--- src/rtl/fp_fixed_pkg.sv ---
// Float field constants, fixed-point defaults and the unpacked float view
// shared by the fp32 -> fixed converter and its shift/align helper.
package fp_fixed_pkg;

  localparam int EXP_BIAS = 127;
  localparam int MANT_W   = 23;
  localparam int EXP_W    = 8;
  localparam int EXP_MAX  = 255;

  localparam int DEF_INT_WIDTH  = 8;
  localparam int DEF_FRAC_WIDTH = 24;

  // Wide enough for exp - bias + FRAC_WIDTH - MANT_W in two's complement
  localparam int SHIFT_W = 12;

  typedef struct packed {
    logic             sign;
    logic [EXP_W-1:0] exp;
    logic [MANT_W-1:0] mant;
  } fp32_t;

  typedef enum logic [1:0] {
    FP_NORMAL = 2'd0,
    FP_ZERO   = 2'd1,
    FP_INF    = 2'd2,
    FP_NAN    = 2'd3
  } fp_class_t;

  // Denormals are flushed to zero along with +/-0.
  function automatic fp_class_t fp_classify(input fp32_t f);
    fp_class_t c;
    if (f.exp == '0) begin
      c = FP_ZERO;
    end else if (f.exp == EXP_W'(EXP_MAX)) begin
      c = (f.mant == '0) ? FP_INF : FP_NAN;
    end else begin
      c = FP_NORMAL;
    end
    return c;
  endfunction

endpackage

--- src/rtl/fp_shift_align.sv ---
// Combinational {1,mant} barrel shifter: shift is two's complement, positive = left.
// Flags magnitudes beyond the signed output range (limit depends on the sign).
module fp_shift_align
  import fp_fixed_pkg::*;
#(
  parameter int OUT_WIDTH = DEF_INT_WIDTH + DEF_FRAC_WIDTH
) (
  input  logic [MANT_W:0]        sig,
  input  logic [SHIFT_W-1:0]     shift,
  input  logic                   sign,
  output logic [OUT_WIDTH-1:0]   mag,
  output logic                   ovf
);

  localparam int WIDE_W = OUT_WIDTH + MANT_W + 1;
  localparam logic [WIDE_W-1:0] NEG_LIMIT = WIDE_W'(1) << (OUT_WIDTH - 1);
  localparam logic [WIDE_W-1:0] POS_LIMIT = NEG_LIMIT - WIDE_W'(1);

  logic              shift_right;
  logic [SHIFT_W-1:0] amt;
  logic [WIDE_W-1:0]  wide;
  logic [WIDE_W-1:0]  limit;

  assign shift_right = shift[SHIFT_W-1];
  assign amt         = shift_right ? (~shift + SHIFT_W'(1)) : shift;
  assign limit       = sign ? NEG_LIMIT : POS_LIMIT;

  always_comb begin
    wide = '0;
    mag  = '0;
    ovf  = 1'b0;
    if (shift_right) begin
      // Everything shifted past the hidden bit truncates to zero
      if (amt < SHIFT_W'(MANT_W + 1)) begin
        mag = OUT_WIDTH'(sig >> amt);
      end
    end else if (amt >= SHIFT_W'(OUT_WIDTH)) begin
      ovf = 1'b1;
    end else begin
      wide = WIDE_W'(sig) << amt;
      mag  = wide[OUT_WIDTH-1:0];
      ovf  = (wide > limit);
    end
  end

endmodule

--- src/rtl/fp32_to_fixed_conv.sv ---
// Pipelined IEEE-754 single to signed Q(INT).(FRAC) converter for the CORDIC angle path.
// Three stages, advanced only on clk_en; no back-pressure, caller gates clk_en.
module fp32_to_fixed_conv
  import fp_fixed_pkg::*;
#(
  parameter int INT_WIDTH  = DEF_INT_WIDTH,
  parameter int FRAC_WIDTH = DEF_FRAC_WIDTH
) (
  input  logic                            clock,
  input  logic                            aclr,
  input  logic                            clk_en,
  input  logic [31:0]                     dataa,
  output logic [INT_WIDTH+FRAC_WIDTH-1:0] result,
  output logic                            valid,
  output logic                            overflow
);

  localparam int OUT_WIDTH = INT_WIDTH + FRAC_WIDTH;
  localparam int LATENCY   = 3;
  localparam int SHIFT_OFS = EXP_BIAS + MANT_W - FRAC_WIDTH;

  localparam logic [OUT_WIDTH-1:0] POS_MAX = {1'b0, {(OUT_WIDTH-1){1'b1}}};
  localparam logic [OUT_WIDTH-1:0] NEG_MAX = {1'b1, {(OUT_WIDTH-1){1'b0}}};

  // Stage 1: unpack and classify
  fp32_t              in_f;
  fp_class_t          in_cls;
  logic [SHIFT_W-1:0] in_shift;

  logic               s1_vld;
  logic               s1_sign;
  fp_class_t          s1_cls;
  logic [MANT_W:0]    s1_sig;
  logic [SHIFT_W-1:0] s1_shift;

  assign in_f     = dataa;
  assign in_cls   = fp_classify(in_f);
  assign in_shift = SHIFT_W'(in_f.exp) - SHIFT_W'(SHIFT_OFS);

  always_ff @(posedge clock or posedge aclr) begin
    if (aclr) begin
      s1_vld   <= 1'b0;
      s1_sign  <= 1'b0;
      s1_cls   <= FP_ZERO;
      s1_sig   <= '0;
      s1_shift <= '0;
    end else if (clk_en) begin
      s1_vld   <= 1'b1;
      s1_sign  <= in_f.sign;
      s1_cls   <= in_cls;
      s1_sig   <= {1'b1, in_f.mant};
      s1_shift <= in_shift;
    end
  end

  // Stage 2: align magnitude and detect range overflow
  logic [OUT_WIDTH-1:0] align_mag;
  logic                 align_ovf;

  logic                 s2_vld;
  logic                 s2_sign;
  fp_class_t            s2_cls;
  logic [OUT_WIDTH-1:0] s2_mag;
  logic                 s2_ovf;

  fp_shift_align #(
    .OUT_WIDTH (OUT_WIDTH)
  ) u_align (
    .sig   (s1_sig),
    .shift (s1_shift),
    .sign  (s1_sign),
    .mag   (align_mag),
    .ovf   (align_ovf)
  );

  always_ff @(posedge clock or posedge aclr) begin
    if (aclr) begin
      s2_vld  <= 1'b0;
      s2_sign <= 1'b0;
      s2_cls  <= FP_ZERO;
      s2_mag  <= '0;
      s2_ovf  <= 1'b0;
    end else if (clk_en) begin
      s2_vld  <= s1_vld;
      s2_sign <= s1_sign;
      s2_cls  <= s1_cls;
      s2_mag  <= align_mag;
      s2_ovf  <= align_ovf;
    end
  end

  // Stage 3: sign, saturate, register outputs
  logic [OUT_WIDTH-1:0] res_c;
  logic                 ovf_c;

  always_comb begin
    res_c = '0;
    ovf_c = 1'b0;
    unique case (s2_cls)
      FP_ZERO: begin
        res_c = '0;
        ovf_c = 1'b0;
      end
      FP_NAN: begin
        res_c = POS_MAX;
        ovf_c = 1'b1;
      end
      FP_INF: begin
        res_c = s2_sign ? NEG_MAX : POS_MAX;
        ovf_c = 1'b1;
      end
      default: begin
        if (s2_ovf) begin
          res_c = s2_sign ? NEG_MAX : POS_MAX;
          ovf_c = 1'b1;
        end else begin
          // -2^(OUT_WIDTH-1) negates onto itself, which is the wanted encoding
          res_c = s2_sign ? (~s2_mag + OUT_WIDTH'(1)) : s2_mag;
        end
      end
    endcase
  end

  always_ff @(posedge clock or posedge aclr) begin
    if (aclr) begin
      result   <= '0;
      valid    <= 1'b0;
      overflow <= 1'b0;
    end else if (clk_en) begin
      result   <= res_c;
      valid    <= s2_vld;
      overflow <= ovf_c;
    end
  end

endmodule

--- config.mk ---
export PLATFORM = sky130hd
export DESIGN_NAME = fp32_to_fixed_conv
export DESIGN_NICKNAME = d
export VERILOG_FILES = /design/src/rtl/fp_fixed_pkg.sv /design/src/rtl/fp_shift_align.sv /design/src/rtl/fp32_to_fixed_conv.sv
export SDC_FILE = /design/constraint.sdc
export NUM_CORES = 1
export LEC_CHECK = 0
export ABC_AREA = 1
export BUFFER_PORTS_ARGS = -buffer_cell sky130_fd_sc_hd__buf_2
export CORE_MARGIN = 8
export CORE_UTILIZATION = 39
export CTS_CLUSTER_SIZE = 30
export DETAILED_ROUTE_END_ITERATION = 6
export REMOVE_ABC_BUFFERS = 1
export SYNTH_ARGS = -nofsm -noshare
export SYNTH_HDL_FRONTEND = slang
export SYNTH_SLANG_ARGS = --single-unit
--- constraint.sdc ---
create_clock -name clock -period 4.5 [get_ports clock]
set_input_delay 0.45 -clock clock [delete_from_list [all_inputs] [get_ports clock]]
set_output_delay 0.45 -clock clock [all_outputs]
set_load 0.02 [all_outputs]
== Word level (Yosys, flattened, before mapping) ==
Cells that the tools add are included.

* Register bits after elaboration: 111
* Latch bits: 0
* RAM bits: 0
* ROM bits: 0
* Bits of input ports: 35
* Output and inout bits: 34
* Logic and storage cells: 46
* Memories: 0

* Add/subtract/negate cells: 3
* $mul: 0
* Div/mod/pow operators: 0
* Magnitude comparators: 3
* Eq/ne operators: 4
* Shifts and indexed selects: 2
* Muxes and demuxes: 16
* Bitwise operators: 2
* Reduce and logical (&&, ||, !) cells: 3

{| class="wikitable"
|+ Operators by type and width
! operator !! number
|-
| 32-bit two-way mux || 7
|-
| 32-bit one-hot mux with 3 select lines || 1
|-
| 56-bit greater-than comparator || 1
|-
| 24-bit by 12-bit << shifter with 56-bit output || 1
|-
| 32-bit by 1-bit adder with 32-bit output, second input constant || 1
|-
| 32-bit NOT || 1
|-
| 24-bit by 12-bit >> shifter with 32-bit output || 1
|-
| 23-bit logical NOT || 1
|-
| 12-bit by 1-bit adder with 12-bit output, second input constant || 1
|-
| 12-bit by 6-bit greater-or-equal comparator with 1-bit output, second input constant || 1
|-
| 12-bit by 5-bit less-than comparator with 1-bit output, second input constant || 1
|-
| 12-bit two-way mux || 1
|-
| 12-bit NOT || 1
|-
| 8-bit by 7-bit subtractor with 9-bit output, second input constant || 1
|-
| 8-bit == test, second input constant || 1
|-
| 8-bit logical NOT || 1
|-
| 2-bit == test, second input constant || 2
|-
| 1-bit two-way mux || 4
|-
| 2-bit two-way mux || 2
|-
| 2-bit by 1-bit == test with 1-bit output, second input constant || 1
|-
| 1-bit one-hot mux with 2 select lines || 1
|-
| 2-bit OR reduction || 1
|}

== Logic depth before layout (Yosys ltp) ==
* Word-level depth: 7
* Gate-level depth with buffers: 31
* Mapped depth without buffers: 28

== Hierarchy ==
Synthesis repeated with hierarchy kept, for this count alone.

* Cells, all modules: 1517
* Area total of the unflattened synthesis: 9711.8 µm²

{| class="wikitable"
|+ Modules (own cells, without submodules)
! module !! instances !! cells each !! area an instance (µm²) !! sequential area each (µm²)
|-
| fp32_to_fixed_conv || 1 || 715 || 5632.9 || 2680.1
|-
| fp_shift_align || 1 || 802 || 4078.9 || 0.0
|}

== Worst setup path before layout ==
Ideal clock, no wire load.

* Kind: register -> register
* Start: register s1_shift[0]
* End: register s2_ovf
* Setup time: 0.116 ns
* Arrival: 3.666 ns
* Data required time: 4.384 ns
* Slack: 0.717 ns
* Stages on the path, launching flop included: 29
* Path buffers: 5
* Clock period less this slack: 3.783 ns
* Path through: dfrtp_1 -> buf_6 -> inv_4 -> clkbuf_1 -> ha_1 -> nand3_1 -> nand2_1 -> xor2_1 -> inv_1 -> clkbuf_1 -> buf_2 -> nand2_1 -> clkbuf_1 -> nor2_1 -> ha_1 -> a21oi_1 -> o21ai_0 -> nand3_1 -> nand2_1 -> nand3_1 -> a21oi_1 -> a211oi_1 -> o21ai_0 -> a21oi_1 -> nand2_1 -> nor2_1 -> nand2_1 -> nand2_1 -> nand2_1

* Cells in the longest elaborated chain, start to end: 7
* Elaborated cells between the ends (all ways): 8
* Classes of those cells: add/sub (1); order compare (2); shift (1); mux (3); bitwise (1)

{| class="wikitable"
|+ Ends and longest elaborated chain
! item !! RTL line !! text
|-
| start, declared || fp32_to_fixed_conv.sv:34 || <nowiki>logic [SHIFT_W-1:0] s1_shift;</nowiki>
|-
| start signal, assigned || fp32_to_fixed_conv.sv:52 || <nowiki>s1_shift <= in_shift;</nowiki>
|-
| 12-bit NOT || fp_shift_align.sv:25 || <nowiki>assign amt = shift_right ? (~shift + SHIFT_W'(1)) : shift;</nowiki>
|-
| 12-bit by 1-bit adder with 12-bit output || fp_shift_align.sv:25 ||
|-
| 12-bit two-way mux * || fp_shift_align.sv:25 ||
|-
| 24-bit by 12-bit << shifter with 56-bit output || fp_shift_align.sv:40 || <nowiki>wide = WIDE_W'(sig) << amt;</nowiki>
|-
| 56-bit greater-than comparator || fp_shift_align.sv:42 || <nowiki>ovf = (wide > limit);</nowiki>
|-
| 1-bit two-way mux * || fp_shift_align.sv:37 || <nowiki>end else if (amt >= SHIFT_W'(OUT_WIDTH)) begin</nowiki>
|-
| 1-bit two-way mux * || fp_shift_align.sv:32 || <nowiki>if (shift_right) begin</nowiki>
|-
| end signal, assigned || fp32_to_fixed_conv.sv:88 || <nowiki>s2_ovf <= align_ovf;</nowiki>
|-
| end, declared || fp32_to_fixed_conv.sv:64 || <nowiki>logic s2_ovf;</nowiki>
|}

Every way passes the cells marked *; elsewhere a longest branch is shown, timed or not.
A chain may end at the register's enable or synchronous reset.

== Final worst setup path ==
Ends and elaborated chain as after synthesis.

==> results.yml <==
timing:
  maxSlewHeadroom: 0.1987
  worst_slack_ns: 0.3586
  slew_violations: 0
  worst_pin_slew_ns: 1.202
  final-setup-viol-count: 0
  finalHoldViolCount: 0
  fin_worst_skew_ns: 0.02276
  finalCriticalPeriod_ns: 4.141
  fmax_ghz: 0.2415
  whs_ns: 0.07814
  rsz0062_at_grt: "no"
  fin_crit_sh: 0.9203
layout:
  fin_util: 0.4307
  fin_cells: 1746
  diodes: 0
  layout.nets: 1521
  drive_gt1_frac: 0.1106
  multi_input_area_mm2: 0.005663
  area_growth_pct: 9.825
  seq_area_mm2: 0.002681
  fillers: 2536
floorplanning:
  core-area_mm2: 0.02312
  initial_utilization: 0.3922
  std_cell_rows: 56
  die_h_um: 168.5
  dieArea_mm2: 0.02839
  die_x_um: 168.5
  io_pins: 69
drt:
  via_per_inst: 5.538
  wl_met1_um: 14460
  finalWirelength_um: 31590
  wire_per_inst_um: 18.09
  first_pass_iters: 6
  drc: 0
  highest_layer: "met4"
  wl_met3_um: 1412
  drtAntennaViolNets: 0
  num_vias: 9670
  drtIter0Drc: 860
  wl_met2_um: 14900
cts:
  cts_tree: "built"
  clk_pin_slew_ns: 0.10
  htree_levels: 3
  cts_resized: 0
  cts_inserted_buffers: 9
  insertion_delay_ns: 0.38
  numClockSinks: 107
  cts_root_buf: "clkbuf_16"
  postCtsSetupRepairBufs: 0
  clockBufferDepth: 2
  cts_hold_buf: 0
worst_setup_path:
  worst_ep_required_time_ns: 4.78
  worstSetupPathType: "reg2reg"
  cp-start-kind: "register"
  critPathMaxFanout: 22
  critPathCaptureType: "register"
  critical_path_arrival_ns: 4.42
global_route:
  grt_pass1_wl_um: 51050
  antenna_found_initial: 0
  grt_max_degree: 68
  grt-ovfl-total: 0
  track_usage: 0.2252
  grt_pass1_vias: 9330
pwr:
  ir_worst_vdd_mv: 0.1809
  power.density_mw_per_mm2: 384.0
  finalPower_mw: 3.824
  p_leak_nw: 4.864
synthesis:
  synth_area_per_cell_um2: 6.341
  async_flop_share: 1.000
  synth_area_mm2: 0.009067
  ys_ff_latch: 107
  ys_seq_area_frac: 0.2956
  yosysWarnings: 0
  synth_edf_count: 0
  synth_ff_type: "dfrtp_1"
  syn_inst: 1430
  synth_cell_types: 47
hold_path:
  hold_path.class: "in2async"
place:
  place_hpwl_um: 24620
  gp_congestion: 0.9426
  dp_cells: 1730
  portBuffers: 68
  dp_slack_ns: 0.1926
run_status:
  status: "completed"
flow_run:
  cap_violations: 0
## worst max-delay path, cell delays in order (launching register included)
cell and delay, ns:
dfrtp_1 0.39, inv_4 0.05, ha_1 0.21, or2_1 0.31, xor2_4 0.17, clkinv_2 0.31, nand3_1 0.27, nand3_1 0.12
nand2_1 0.17, nand2_1 0.07, o21ai_1 0.30, inv_1 0.08, nor2_1 0.11, ha_1 0.25, a21oi_1 0.13, o21ai_0 0.10
nand2_1 0.06, o211ai_1 0.10, a211oi_1 0.26, o21ai_0 0.13, a21oi_1 0.16, nand2_1 0.06, nor2_1 0.08, nand2_1 0.06
nand2_1 0.06, nand2_1 0.05
## final cells by class
class                           instances  share of cell area
Clock buffer                            9             0.02262
Timing Repair Buffer                   97             0.05629
Multi-Input combinational cell       1138              0.5687
Clock inverter                          7            0.009172
Sequential cell                       107              0.2693
Tap cell                              290             0.03644
Inverter                               98             0.03757
## final timing paths
check                      cells after the start  slack, ns   startpoint            to
hold / removal                                 2       0.08         aclr     result[4]
max in group asynchronous                      3       3.43         aclr  s1_shift[10]
setup / recovery                              25       0.36  s1_shift[0]        s2_ovf
min in group clock                             3       0.28    dataa[13]    s1_sig[13]
setup reg to reg                              25       0.36  s1_shift[0]        s2_ovf
hold reg to reg                                2       0.48    s1_cls[1]     s2_cls[1]
## through the flow
step	area, um2	setup TNS, ns
floorplan	8670	-14.66
global placement	9624	0
detailed placement	9624	0
CTS	9941	0
global route	9958	0
finish	9958	0
## cells in the mapped netlist, types with 3 or more instances
master	instances	share of area
inv_2	9	0.0037
buf_1	14	0.0058
nand2_1	411	0.17
a31oi_1	9	0.0062
o21bai_1	7	0.0058
o22ai_1	8	0.0055
nand4_1	13	0.0090
dfrtp_1	105	0.29
o21ai_0	88	0.049
or2_1	3	0.0021
xor2_1	4	0.0039
nor3_2	3	0.0033
and3_1	3	0.0021
o211ai_1	28	0.023
buf_6	5	0.0062
nand3b_1	6	0.0050
nor2_1	132	0.055
a22oi_1	5	0.0041
o21ai_1	19	0.010
nand3_1	222	0.12
nor3_1	8	0.0044
buf_2	21	0.012
nand2_2	6	0.0041
nand3_2	6	0.0066
ha_1	35	0.048
inv_1	87	0.036
nor2_2	5	0.0034
clkbuf_1	45	0.019
a21oi_1	86	0.047
o2111ai_1	3	0.0029
o221ai_1	3	0.0029
nor4_1	9	0.0062
## placed cells by master (no fill, tap or decap), types with 5 or more instances in the layout
master,Yosys,final
nand2_1,411,411
nand3_1,222,222
nor2_1,132,131
dfrtp_1,105,104
o21ai_0,88,88
inv_1,87,85
a21oi_1,86,85
buf_2,21,67
ha_1,35,35
buf_4,2,30
o211ai_1,28,28
o21ai_1,19,18
nand4_1,13,13
inv_2,9,9
a31oi_1,9,9
clkbuf_16,0,9
o22ai_1,8,8
nor4_1,9,8
nor3_1,8,8
o21bai_1,7,7
nand2_2,6,6
nand3_2,6,6
nor2_2,5,6
nand3b_1,6,6
a22oi_1,5,5
## registers in the layout, indices dropped and copies added (netlist names)
register,count
result,32
s2_mag,32
s1_sig,23
s1_shift,9
s1_cls,2
s2_cls,2
overflow,1
s1_sign,1
s1_vld,1
s2_ovf,1
s2_sign,1
s2_vld,1
valid,1
## report_power, final
group	switching (mW)	total, mW	internal (mW)
Sequential	0.0784	1.14	1.06
Clock	0.463	0.867	0.403
Combinational	1.27	1.81	0.541
## cell families after synthesis
logic type	after synthesis	share of synthesized area
multiplexers	2	0.002208
adder cells (fa/ha/maj)	35	0.04830
AO/OA/AOI/OAI	262	0.1626
flip-flops	107	0.2956
XOR/XNOR	4	0.003863
buffers and inverters	185	0.08472
AND/OR/NAND/NOR	835	0.4028
## metal layers
metal	track usage	vias up
li1	-	4866
met1	0.2957	4497
met3	0.02982	52
met4	0.07104	0
met5	0	-
met2	0.3784	255
(Power assumes the default switching activity.)
